### src/rtl/video_timing_gen.sv
// Raster timing source: pixel/line counters, field flag, registered hsync/vsync and a
// mode shadow that is committed only on a frame boundary so the raster never tears.
module video_timing_gen #(
  parameter logic [11:0] DEF_H_ACTIVE   = 12'd1280,
  parameter logic [11:0] DEF_H_SYNC_S   = 12'd1390,
  parameter logic [11:0] DEF_H_SYNC_E   = 12'd1430,
  parameter logic [11:0] DEF_H_TOTAL    = 12'd1650,
  parameter logic [11:0] DEF_V_ACTIVE   = 12'd720,
  parameter logic [11:0] DEF_V_SYNC_S   = 12'd725,
  parameter logic [11:0] DEF_V_SYNC_E   = 12'd730,
  parameter logic [11:0] DEF_V_TOTAL_1  = 12'd750,
  parameter logic [11:0] DEF_V_TOTAL_2  = 12'd750,
  parameter logic        DEF_INTERLACED = 1'b0
) (
  input  logic        clock,
  input  logic        reset_n,
  input  logic        mode_load,
  input  logic [11:0] mode_h_active,
  input  logic [11:0] mode_h_sync_s,
  input  logic [11:0] mode_h_sync_e,
  input  logic [11:0] mode_h_total,
  input  logic [11:0] mode_v_active,
  input  logic [11:0] mode_v_sync_s,
  input  logic [11:0] mode_v_sync_e,
  input  logic [11:0] mode_v_total_1,
  input  logic [11:0] mode_v_total_2,
  input  logic        mode_interlaced,
  output logic        mode_reject,
  output logic        mode_pending,
  output logic [11:0] counterX,
  output logic [11:0] counterY,
  output logic        state,
  output logic        hsync,
  output logic        vsync,
  output logic        frame_start
);

  typedef struct packed {
    logic [11:0] h_sync_s, h_sync_e, h_total;
    logic [11:0] v_sync_s, v_sync_e, v_total_1, v_total_2;
    logic        interlaced;
  } timing_t;

  localparam timing_t DEF_MODE = '{
    h_sync_s: DEF_H_SYNC_S, h_sync_e: DEF_H_SYNC_E, h_total: DEF_H_TOTAL,
    v_sync_s: DEF_V_SYNC_S, v_sync_e: DEF_V_SYNC_E,
    v_total_1: DEF_V_TOTAL_1, v_total_2: DEF_V_TOTAL_2, interlaced: DEF_INTERLACED};

  localparam logic [11:0] DEF_V_LIMIT =
    (DEF_INTERLACED && DEF_V_TOTAL_2 < DEF_V_TOTAL_1) ? DEF_V_TOTAL_2 : DEF_V_TOTAL_1;

  // The reset-time mode must obey the same rule as a loaded one.
  if (!(DEF_H_ACTIVE < DEF_H_SYNC_S && DEF_H_SYNC_S < DEF_H_SYNC_E &&
        DEF_H_SYNC_E <= DEF_H_TOTAL && DEF_H_TOTAL >= 12'd16 &&
        DEF_V_ACTIVE < DEF_V_SYNC_S && DEF_V_SYNC_S < DEF_V_SYNC_E &&
        DEF_V_SYNC_E < DEF_V_LIMIT)) begin : g_bad_defaults
    $error("video_timing_gen: DEF_* parameters describe an invalid mode");
  end

  timing_t     act, shadow, load_mode;
  logic [11:0] v_limit, v_total_f, half_line;
  logic [11:0] nx, ny;
  logic        nf, load_ok, x_last, y_last, field_next, boundary, commit;
  logic        h_in, v_in, v_after_start, v_before_end;

  assign load_mode = '{
    h_sync_s: mode_h_sync_s, h_sync_e: mode_h_sync_e, h_total: mode_h_total,
    v_sync_s: mode_v_sync_s, v_sync_e: mode_v_sync_e,
    v_total_1: mode_v_total_1, v_total_2: mode_v_total_2, interlaced: mode_interlaced};

  // mode_load is a single-cycle strobe with no back-pressure: every strobe is either
  // accepted into the shadow (mode_pending) or answered with a one-cycle mode_reject.
  assign v_limit = (mode_interlaced && mode_v_total_2 < mode_v_total_1) ?
                   mode_v_total_2 : mode_v_total_1;
  assign load_ok = (mode_h_active < mode_h_sync_s) && (mode_h_sync_s < mode_h_sync_e) &&
                   (mode_h_sync_e <= mode_h_total) && (mode_h_total >= 12'd16) &&
                   (mode_v_active < mode_v_sync_s) && (mode_v_sync_s < mode_v_sync_e) &&
                   (mode_v_sync_e < v_limit);

  assign v_total_f  = state ? act.v_total_2 : act.v_total_1;
  assign x_last     = counterX >= act.h_total - 12'd1;
  assign y_last     = counterY >= v_total_f - 12'd1;
  assign field_next = act.interlaced & ~state;
  assign boundary   = x_last & y_last & ~field_next;
  assign commit     = boundary & mode_pending;

  always_comb begin
    nx = counterX + 12'd1;
    ny = counterY;
    nf = state;
    if (x_last) begin
      nx = 12'd0;
      ny = y_last ? 12'd0 : counterY + 12'd1;
      if (y_last) nf = field_next;
    end
  end

  // Field 1 of an interlaced mode places both vsync edges half a line later.
  assign half_line     = act.h_total >> 1;
  assign v_after_start = (counterY > act.v_sync_s) ||
                         (counterY == act.v_sync_s && counterX >= half_line);
  assign v_before_end  = (counterY < act.v_sync_e) ||
                         (counterY == act.v_sync_e && counterX < half_line);
  assign h_in = (counterX >= act.h_sync_s) && (counterX < act.h_sync_e);
  assign v_in = (act.interlaced && state) ? (v_after_start && v_before_end) :
                ((counterY >= act.v_sync_s) && (counterY < act.v_sync_e));

  always_ff @(posedge clock or negedge reset_n) begin
    if (!reset_n) begin
      counterX     <= 12'd0;
      counterY     <= 12'd0;
      state        <= 1'b0;
      hsync        <= 1'b0;
      vsync        <= 1'b0;
      frame_start  <= 1'b0;
      mode_reject  <= 1'b0;
      mode_pending <= 1'b0;
      act          <= DEF_MODE;
      shadow       <= DEF_MODE;
    end else begin
      counterX     <= nx;
      counterY     <= ny;
      state        <= nf;
      hsync        <= h_in;
      vsync        <= v_in;
      frame_start  <= (nx == 12'd0) && (ny == 12'd0) && !nf;
      mode_reject  <= mode_load & ~load_ok;
      // Commit takes the shadow as it stood before this edge; a same-cycle load waits.
      if (commit) act <= shadow;
      if (mode_load && load_ok) shadow <= load_mode;
      mode_pending <= (mode_load & load_ok) | (mode_pending & ~commit);
    end
  end

endmodule
### config.mk
export PLATFORM = sky130hd
export DESIGN_NAME = video_timing_gen
export DESIGN_NICKNAME = d
export VERILOG_FILES = /design/src/rtl/video_timing_gen.sv
export SDC_FILE = /design/constraint.sdc
export NUM_CORES = 1
export LEC_CHECK = 0
export BUFFER_PORTS_ARGS = -buffer_cell sky130_fd_sc_hd__buf_4
export CORE_MARGIN = 2
export CORE_UTILIZATION = 45
export CTS_BUF_LIST = sky130_fd_sc_hd__clkbuf_16
export DETAILED_ROUTE_END_ITERATION = 16
export GPL_TIMING_DRIVEN = 1
export PLACE_DENSITY_LB_ADDON = 0.2
export SLEW_MARGIN = 20
export SYNTH_ARGS = -nofsm -noshare
export SYNTH_HDL_FRONTEND = slang
export SYNTH_SLANG_ARGS = --single-unit
### constraint.sdc
create_clock -name clock -period 5.8 [get_ports clock]
set_clock_uncertainty 0.15 [all_clocks]
set_input_delay 1.74 -clock clock [delete_from_list [all_inputs] [get_ports clock]]
set_output_delay 1.74 -clock clock [all_outputs]
set_load 0.03 [all_outputs]
## Word-level counts from Yosys, hierarchy flattened

Cells that the tools add are included.

- Register bits after elaboration: 200
- Bits in latches: 0
- RAM bits: 0
- ROM bits: 0
- Output and inout bits: 30
- Logic and storage cells: 88
- Memories: 0

- $add $sub $neg: 4
- Multiply operators: 0
- Div/mod/pow operators: 0
- Order comparisons: 17
- Eq/ne operators: 2
- Shift operators: 0
- Multiplexer cells: 8
- Bitwise logic cells: 12
- Reduce and logical (&&, ||, !) cells: 21

Operators by type and width:

| kind | count |
|---|---|
| 12-bit less-than comparator | 8 |
| 12-bit 2-to-1 mux | 5 |
| 12-bit greater-or-equal comparator | 4 |
| 12-bit by 1-bit adder with 12-bit output (second input constant) | 2 |
| 12-bit equality test | 2 |
| 12-bit zero test | 2 |
| 12-bit by 1-bit subtractor with 12-bit output (second input constant) | 2 |
| 1-bit logical AND | 16 |
| 12-bit by 11-bit greater-or-equal comparator with 1-bit output | 1 |
| 12-bit by 5-bit greater-or-equal comparator with 1-bit output (second input constant) | 1 |
| 12-bit > comparator | 1 |
| 12-bit <= comparator | 1 |
| 12-bit by 11-bit less-than comparator with 1-bit output | 1 |
| 1-bit AND | 7 |
| 1-bit inverter | 4 |
| 1-bit 2-to-1 mux | 3 |
| 1-bit logical OR | 2 |
| 1-bit zero test | 1 |
| 1-bit bitwise OR | 1 |

## Logic depth before layout (Yosys ltp)

Gate-level depths: netlist of the first run.

- Depth after elaboration: 9
- Depth in mapped cells: 19
- Depth with buffers taken out: 16

## Worst setup path before layout of the first run

Ideal clock, no wire load.

- Kind: input -> register
- Start point: input port mode_v_total_1[7]
- End point: register shadow[17] (netlist name)
- Data arrival time: 5.208 ns
- Data required time: 5.525 ns
- Setup slack: 0.317 ns
- Cell stages on the path: 19
- Path buffers: 3
- Cell sequence: inv_1 -> ha_1 -> nand2_1 -> nor3_1 -> a21oi_1 -> o21ai_1 -> buf_1 -> mux2i_1 -> ha_1 -> a21o_1 -> a21o_1 -> a21oi_1 -> nor2_1 -> nor4_1 -> and3_1 -> o211ai_2 -> buf_6 -> buf_6 -> mux2_4

- Word-level cells in the longest chain between the ends: 6

RTL lines:

| element | RTL line | text |
|---|---|---|
| start, declared | 25 | `input logic [11:0] mode_v_total_1,` |
| 12-bit less-than comparator | 73 | `assign v_limit = (mode_interlaced && mode_v_total_2 < mode_v_total_1) ?` |
| 1-bit logical AND | 73 |  |
| 12-bit 2-to-1 mux * | 73 |  |
| 12-bit less-than comparator * | 78 | `(mode_v_sync_e < v_limit);` |
| 1-bit logical AND * | 77 | `(mode_v_active < mode_v_sync_s) && (mode_v_sync_s < mode_v_sync_e) &&` |
| 1-bit logical AND * | 130 | `if (mode_load && load_ok) shadow <= load_mode;` |
| end signal, assigned | 130 |  |
| end, declared | 60 | `timing_t act, shadow, load_mode;` |

Mark *: on every way between the ends. The rest lies on a longest branch, timed or not.
A chain may end at the register's enable or synchronous reset.

## Worst setup path after layout of the first run

- Start point: input port mode_v_total_1[7]
- End point: register shadow[56] (netlist name)

The elaborated chain is that of the path after synthesis.

==> results.toml, run 1 <==
[run_status]
status = "finished, final reports clean"

[sta]
rsz0062_at_grt = "false"
period_share_pct = 95.5
tightest_slew_ns = 0.891
max_freq_mhz = 180
setup_viol = 0
finalSetupTns_ns = 0
finalHoldViolCount = 0
holdWs_ns = 0.352
fin_crit_ns = 5.54
max_slew_margin_pct = 39.8
drv_slew = 0

[worst_setup_path]
path_cells = "buf_4, inv_1, ha_1, nand2_1, nor3_1, a21oi_1, o21ai_1, buf_4, mux2i_1, ha_1, a21oi_1, nor2b_1, o21ai_0, nand3_1, nor4_1, and3_1, o211ai_4, buf_12, mux2_4"
cp.depth = 19
timing.critical_path.arrival_ns = 5.72
critPathBufInv = 4
reg2reg_depth = 17
crit_path_end = "shadow[56]"
rrSetupSlack_ns = 0.92
worstReg2RegEnd = "act[57]"
cp-end-kind = "flip-flop"
required_ns = 5.98
cp_slowest_cell = "o21ai_1"
worstSetupStartpoint = "mode_v_total_1[7]"
max_stage_delay_ns = 0.59
cp_top_family = "compound AO/OA/AOI/OAI gates"
worst-path-max-fanout = 69
r2r-start = "state"
crit_type = "primary input to flip-flop"
start_kind = "primary input"

[floorplanning]
dieArea_sq_mm = 0.0295
die_y_um = 172
initial_core_util_pct = 45.7
ioPinCount = 142
num_rows = 61
core_sq_mm = 0.0277
die_w_um = 172

[place]
io_buffers = 141
place_congestion = 0.890
hpwl_um = 23400

[worst_hold_path]
hold_path_class = "flip-flop to flip-flop"

[drt]
viasPerCell = 5.24
drc = 0
drtPass1Iterations = 4
routedWlPerCell_um = 17.7
first_iter_violations = 463
vias = 8766
routed_wl_um = 29600
ant_nets = 0

[power]
peakVddDrop_v = 0.000221
p_total_w = 0.00382
leakage_nw = 7.45
power_density_mw_per_mm2 = 258

[clock_tree]
numCtsBuffers = 17
cts_hold_buf = 0
post-cts-setup-buffer-count = 0
clk_latency_ns = 0.44
clockBufferDepth = 2
root_buffer = "clkbuf_16"
cts_resized = 0
htreeDepth = 4
cts_tree = "yes"
cts.sinks = 200
clk_pin_slew_worst_paths_ns = 0.08

[yosys]
synth_compound_area_share_pct = 8.28
synthCells = 1131
ys_top_cells_by_area = "dfrtp_1 22%, dfstp_2 19%, ha_1 16%"
ys_seq_area_share_pct = 40.4
synth-seq-cells = 200
ys_types = 64
synth_simple_gate_area_share_pct = 9.03
yosysTopAreaCellShare_pct = 21.7
yosysMostFrequentCell = "ha_1"
synth-adder-area-share_pct = 16.2
synth_ff_type = "dfrtp_1"
syn_area_per_cell_sq_um = 11.2
muxShareOfSynthArea_pct = 18.2
synth_edf_count = 0
synth_xor_area_share_pct = 2.35
syn-num-nets = 1407
syn_area_sq_mm = 0.0127
synthArstFlopShare_pct = 100
synth_top_family_by_area = "multiplexers"
yosys.area.top_type = "dfrtp_1"
yosysWarnings = 0
yosys-top-cells-count = "164 x ha_1, 134 x inv_1, 132 x mux2_2"

[global_routing]
grt_pass1_wl_um = 47900
antenna_found_initial = 0
grt_max_degree = 70
globalRoute.totalOverflow = 0
track_usage_pct = 21.2
grt_pass1_vias = 8865

[layout]
fillers = 2458
area_delta_synth_final_pct = 17.0
layout-drive-gt1-share_pct = 35.6
final_core_util_pct = 53.4
layout.nets = 1557
multi_input_area_sq_mm = 0.00686
layout.area.seq_sq_mm = 0.00512
n_antenna_cell = 0

[run]
maxCapViolations = 0
-- worst min path at each step --
stage	startpoint	end	slack, ns	cells after the start
after CTS	shadow[25]	shadow[25]	0.35	1
after global routing	shadow[67]	shadow[67]	0.38	1
after detailed placement	shadow[25]	shadow[25]	0.33	1
after floorplan	shadow[25]	shadow[25]	0.30	1
after global placement	shadow[25]	shadow[25]	0.33	1
final	shadow[25]	shadow[25]	0.35	1
-- layout by cell type, fill, tap and decap left out, drive strengths merged, types with 5 or more instances in the layout --
| cell type | count |
|---|---|
| clkbuf | 18 |
| mux2 | 170 |
| nor2 | 46 |
| ha | 164 |
| dfstp | 90 |
| nand2 | 39 |
| nor2b | 5 |
| o21ai | 29 |
| nand2b | 16 |
| and3 | 5 |
| nor4 | 8 |
| inv | 141 |
| xnor2 | 21 |
| a21o | 35 |
| nand4 | 27 |
| a211oi | 6 |
| clkinv | 8 |
| dfrtp | 110 |
| nand3 | 23 |
| xor2 | 13 |
| buf | 157 |
| a21oi | 41 |
| mux2i | 25 |
| nor3 | 26 |
-- worst register-to-register path: stages, from the launching register on --
cell	delay, ns
dfrtp_1	0.48
buf_4	0.25
mux2i_1	0.29
nand3_1	0.16
or2_2	0.34
nor2_1	0.23
o21ai_0	0.17
xnor2_1	0.16
ha_1	0.31
a21oi_1	0.16
nand2_1	0.08
a221oi_2	0.26
buf_4	0.17
nand2_1	0.11
and2_1	0.30
nand3b_1	0.52
buf_12	0.27
mux2_2	0.36
-- per-stage QoR --
step           cells  cell area, sq um  setup slack [ns]
2_1_floorplan   1131             12700             0.317
3_3_place_gp    1640             14200           -0.0198
3_5_place_dp    1640             14200           -0.0511
4_1_cts         1672             14800             0.344
5_1_grt         1672             14800            0.0250
6_report        1672             14800             0.258
-- registers in the layout (all words and copies together) (netlist names) --
register      cells
state             1
mode_reject       1
shadow           85
counterY         12
mode_pending      1
hsync             1
vsync             1
frame_start       1
act              85
counterX         12
-- area by class of cell --
type                    count  share of cell area [%]
repair buffers            158                    8.47
clock inverters            15                    1.17
well taps                 378                    3.19
inverters                 134                    3.40
flip-flops and latches    200                    34.6
clock buffers              17                    2.87
multi-input cells         770                    46.3
-- layer usage --
| layer | vias to the layer above | part of all wire [%] | GRT usage [%] |
|---|---|---|---|
| met5 | - | 0 | 0 |
| met4 | 0 | 1.3 | 5.23 |
| met3 | 26 | 4.0 | 3.01 |
| met2 | 156 | 45 | 33.0 |
| met1 | 4238 | 49 | 31.0 |
| li1 | 4346 | - | - |
-- where the power goes --
part | internal, W | leakage, nW | switching, W
clock | 0.000584 | 0.292 | 0.000606
combinational | 0.000416 | 4.76 | 0.000227
sequential | 0.00181 | 2.39 | 0.000175
total | 0.00281 | 7.45 | 0.00101
-- cells by family (layout without fill, tap and decap cells) --
group                    after synthesis  in the layout
AND/OR/NAND/NOR                      221            221
flip-flops                           200            200
multiplexers                         195            195
adder cells (fa/ha/maj)              164            164
buffers and inverters                161            324
AO/OA/AOI/OAI                        156            156
XOR/XNOR                              34             34
Power figures use the tool's default switching activity.
==> run 2, diff against run 1 <==
- CORE_UTILIZATION: 45 -> 50
- SLEW_MARGIN: 20 -> default
==> results.toml, run 2 (same netlist as run 1, synthesis figures left out) <==
[worst_hold_path]
min_from = "shadow[25]"
holdPathEnd = "shadow[25]"
min_path_cells = 1
hold_path_class = "flip-flop to flip-flop"

[worst_setup_path]
r2r-start = "state"
crit_type = "primary input to flip-flop"
reg2reg_depth = 16
worstReg2RegEnd = "act[66]"
rrSetupSlack_ns = 0.88
required_ns = 5.97
cp-end-kind = "flip-flop"
start_kind = "primary input"
worst-path-max-fanout = 42
timing.critical_path.arrival_ns = 5.37

[sta]
fin_crit_ns = 5.19
setup_viol = 0
max_slew_margin_pct = 44.8
rsz0062_at_grt = "false"
max_freq_mhz = 193
period_share_pct = 89.6
drv_slew = 0
tightest_slew_ns = 0.829
finalSetupTns_ns = 0
finalHoldViolCount = 0

[floorplanning]
core_sq_mm = 0.0250
ioPinCount = 142
dieArea_sq_mm = 0.0266
num_rows = 58
die_y_um = 163
initial_core_util_pct = 50.6
die_w_um = 163

[clock_tree]
clk_latency_ns = 0.44
cts_hold_buf = 0
post-cts-setup-buffer-count = 0
clockBufferDepth = 2
clk_pin_slew_worst_paths_ns = 0.08
cts_resized = 0
htreeDepth = 4
root_buffer = "clkbuf_16"
numCtsBuffers = 17
cts.sinks = 200
cts_tree = "yes"

[layout]
layout-drive-gt1-share_pct = 35.3
area_delta_synth_final_pct = 16.1
n_antenna_cell = 0
reg_top3 = "act (85), shadow (85)"
final_core_util_pct = 58.7
layout.nets = 1551
final_cell_mix = "164 x ha_1, 147 x buf_4, 134 x inv_1"
final_common_cell = "ha_1"

[power]
power_density_mw_per_mm2 = 261
leakage_nw = 7.41
peakVddDrop_v = 0.000161

[global_routing]
globalRoute.totalOverflow = 0
grt_pass1_wl_um = 47100
grt_max_degree = 107
track_usage_pct = 22.8
grt_pass1_vias = 8956
antenna_found_initial = 0

[place]
hpwl_um = 22400
io_buffers = 141
place_congestion = 0.857

[drt]
routed_wl_um = 28900
drc = 0
ant_nets = 0
viasPerCell = 5.48
vias = 8873
routedWlPerCell_um = 17.9
first_iter_violations = 471
drtPass1Iterations = 4

[run_status]
status = "finished, final reports clean"

[run]
maxCapViolations = 0
==> run 2: power breakdown <==
| group | internal (W) | switching (W) | total [W] |
|---|---|---|---|
| Sequential | 0.00181 | 0.000169 | 0.00198 |
| Clock | 0.000619 | 0.000588 | 0.00121 |
| Combinational | 0.000417 | 0.000227 | 0.000644 |
| Total | 0.00285 | 0.000984 | 0.00383 |
==> run 2: area by class of cell <==
class	instances	area [sq um]
Clock buffer	17	425
Timing Repair Buffer	152	1200
Fill cell	2158	10300
Multi-Input combinational cell	770	6860
Tap cell	330	413
Inverter	134	503
Clock inverter	15	181
Sequential cell	200	5120
==> run 2: per-stage QoR <==
| stage | power, W | worst slack [ns] | cell area, sq um | hold slack (ns) | instances |
|---|---|---|---|---|---|
| after floorplan | 0.00240 | 0.317 | 12700 | 0.302 | 1131 |
| after CTS | 0.00387 | 0.604 | 14700 | 0.351 | 1618 |
| after global placement | 0.00261 | 0.166 | 14100 | 0.332 | 1586 |
| final | 0.00383 | 0.605 | 14700 | 0.342 | 1618 |
| after detailed placement | 0.00265 | 0.140 | 14100 | 0.334 | 1586 |
| after global routing | 0.00403 | 0.360 | 14700 | 0.372 | 1618 |
==> run 2: worst max-delay path by stage <==
| stage | from | endpoint | slack [ns] | cells past startpoint |
|---|---|---|---|---|
| after floorplan | mode_v_total_1[7] | shadow[17] | 0.32 | 19 |
| after global placement | mode_v_total_1[1] | shadow[47] | 0.17 | 19 |
| after detailed placement | mode_v_total_1[1] | shadow[47] | 0.14 | 19 |
| after CTS | mode_v_total_1[1] | shadow[47] | 0.60 | 19 |
| after global routing | mode_v_total_1[1] | shadow[67] | 0.36 | 19 |
| final | mode_v_total_1[1] | shadow[47] | 0.61 | 19 |
==> run 2: per-layer routing <==
layer | GRT usage [%] | wire length, um
met1 | 32.6 | 13900
met2 | 35.4 | 13000
met3 | 3.83 | 1370
met4 | 7.08 | 610
met5 | 0 | 0
==> run 2: critical path, stage by stage <==
cell and delay, ns:
buf_4 0.10, inv_1 0.04, ha_1 0.28, a21o_1 0.16, a211o_1 0.29, a21oi_1 0.13
o21ai_1 0.09, buf_4 0.18, mux2i_1 0.16, ha_1 0.26, a21o_1 0.18, a21o_1 0.17
a21oi_1 0.15, nor2_1 0.06, nor4_1 0.24, and3_1 0.28, o211ai_4 0.12, buf_4 0.34
mux2_4 0.38
==> run 3, diff against run 2 <==
- clock period: 5.8 -> 4.4 ns (I/O delays scaled with it)
==> results.toml, run 3 (same netlist as run 1, synthesis figures left out) <==
[drt]
routedWlPerCell_um = 18.3
maxUsedRoutingLayer = "met4"
drtPass1Iterations = 4
vias = 9211
routed_wl_um = 30900
viasPerCell = 5.46
first_iter_violations = 424
met2_length_um = 14300
drc = 0
met1_length_um = 15300
met3_length_um = 1070
ant_nets = 0

[layout]
final_cell_mix = "195 x buf_4, 161 x ha_1, 133 x inv_1"
layout-drive-gt1-share_pct = 40.8
area_delta_synth_final_pct = 23.6
fillers = 1997
reg_top3 = "act (85), shadow (85)"
n_antenna_cell = 0
final_core_util_pct = 62.5
layout.nets = 1619
final_common_cell = "buf_4"

[power]
p_total_w = 0.00510
leakage_nw = 7.85
peakVddDrop_v = 0.000200
power_density_mw_per_mm2 = 326

[clock_tree]
root_buffer = "clkbuf_16"
cts_tree = "yes"
numCtsBuffers = 17
htreeDepth = 4
clockBufferDepth = 2
clk_latency_ns = 0.45
cts.sinks = 200
clk_pin_slew_worst_paths_ns = 0.07
cts_hold_buf = 0

[worst_hold_path]
hold_path_class = "flip-flop to flip-flop"

[worst_setup_path]
required_ns = 4.61
r2r-start = "state"
path_cells = "buf_4, inv_1, ha_1, a21o_1, a21oi_1, o21ai_4, buf_12, mux2i_2, ha_1, a21o_1, a21o_1, a21oi_2, nor2_2, nor4_1, and3_1, o211ai_4, buf_12, buf_16, mux2_4"
cpMostUsedCell = "a21o_1"
start_kind = "primary input"
worstReg2RegEnd = "act[82]"
cp.depth = 19
max_stage_delay_ns = 0.38
crit_type = "primary input to flip-flop"
crit_path_end = "shadow[16]"
cp-end-kind = "flip-flop"
critPathBufInv = 5
timing.critical_path.arrival_ns = 4.87
worst-path-max-fanout = 7
cp_top_family = "compound AO/OA/AOI/OAI gates"
reg2reg_depth = 18
rrSetupSlack_ns = 0.18
cp_slowest_cell = "a21oi_1"
worstSetupStartpoint = "mode_v_total_1[10]"

[sta]
fin_ws_ns = -0.263
max_freq_mhz = 214
setup_viol = 86
rsz0062_at_grt = "true"
period_share_pct = 106
tightest_slew_ns = 0.905
drv_slew = 0
fin_crit_ns = 4.66
max_slew_margin_pct = 39.7
finalHoldViolCount = 0

[global_routing]
track_usage_pct = 23.7
grt_pass1_vias = 9136
grt_max_degree = 111
grt_pass1_wl_um = 48800
antenna_found_initial = 0
globalRoute.totalOverflow = 0

[run_status]
violations = "negative setup slack"
status = "complete, but fails checks"

[floorplanning]
die_w_um = 163
core_sq_mm = 0.0250
initial_core_util_pct = 50.6
die_y_um = 163
num_rows = 58
dieArea_sq_mm = 0.0266
ioPinCount = 142

[place]
place_congestion = 0.888
io_buffers = 141
hpwl_um = 23500

[run]
maxCapViolations = 0
==> run 3: changes by cell type in the layout (fill, tap and decap cells not counted), sizes merged <==
cell,before,now
buf,151,214
clkbuf,18,22
clkinv,7,6
inv,140,141
o21ai,29,30
==> run 3: per-stage QoR <==
step	hold WS (ns)	TNS (ns)	instances	cell area [sq um]	setup WS, ns
after floorplan	0.302	-11.27	1131	12700	-0.231
after global placement	0.334	-60.46	1634	14600	-0.745
after detailed placement	0.339	-73.75	1634	14600	-0.889
after CTS	0.356	-4.88	1675	15300	-0.118
after global routing	0.360	-21.99	1686	15600	-0.327
final	0.352	-16.22	1686	15600	-0.263
==> run 3: how the worst min path moves through the flow <==
stage | start | end | slack, ns | depth (start not counted)
final | shadow[64] | act[64] | 0.35 | 1
after global routing | shadow[64] | act[64] | 0.36 | 1
after global placement | shadow[36] | act[36] | 0.33 | 1
after detailed placement | shadow[64] | act[64] | 0.34 | 1
after floorplan | shadow[25] | shadow[25] | 0.30 | 1
after CTS | shadow[64] | act[64] | 0.36 | 1
==> run 3: layout make-up <==
type | count | area (sq um) | share of cell area (%)
clock buffers | 17 | 425 | 2.72
repair buffers | 219 | 1950 | 12.4
multi-input cells | 771 | 7090 | 45.3
inverters | 134 | 508 | 3.25
clock inverters | 15 | 140 | 0.896
well taps | 330 | 413 | 2.64
flip-flops and latches | 200 | 5120 | 32.7
==> run 3: what timing repair did <==
item,in CTS,in global routing
setup buffers,6,7
gates resized for setup,15,39
gates cloned,3,4
hold endpoints to repair,0,0
setup endpoints to repair,148,173
pin swaps,3,10
==> run 3: routing by layer <==
layer	vias up	global-route usage, %
met2	191	37.9
met1	4520	34.7
met4	0	3.86
met3	22	3.48
met5	-	0
li1	4478	-
==> run 3: where the power goes <==
group,switching (W),internal [W]
Combinational,0.000327,0.000602
Clock,0.000733,0.000794
Sequential,0.000252,0.00239
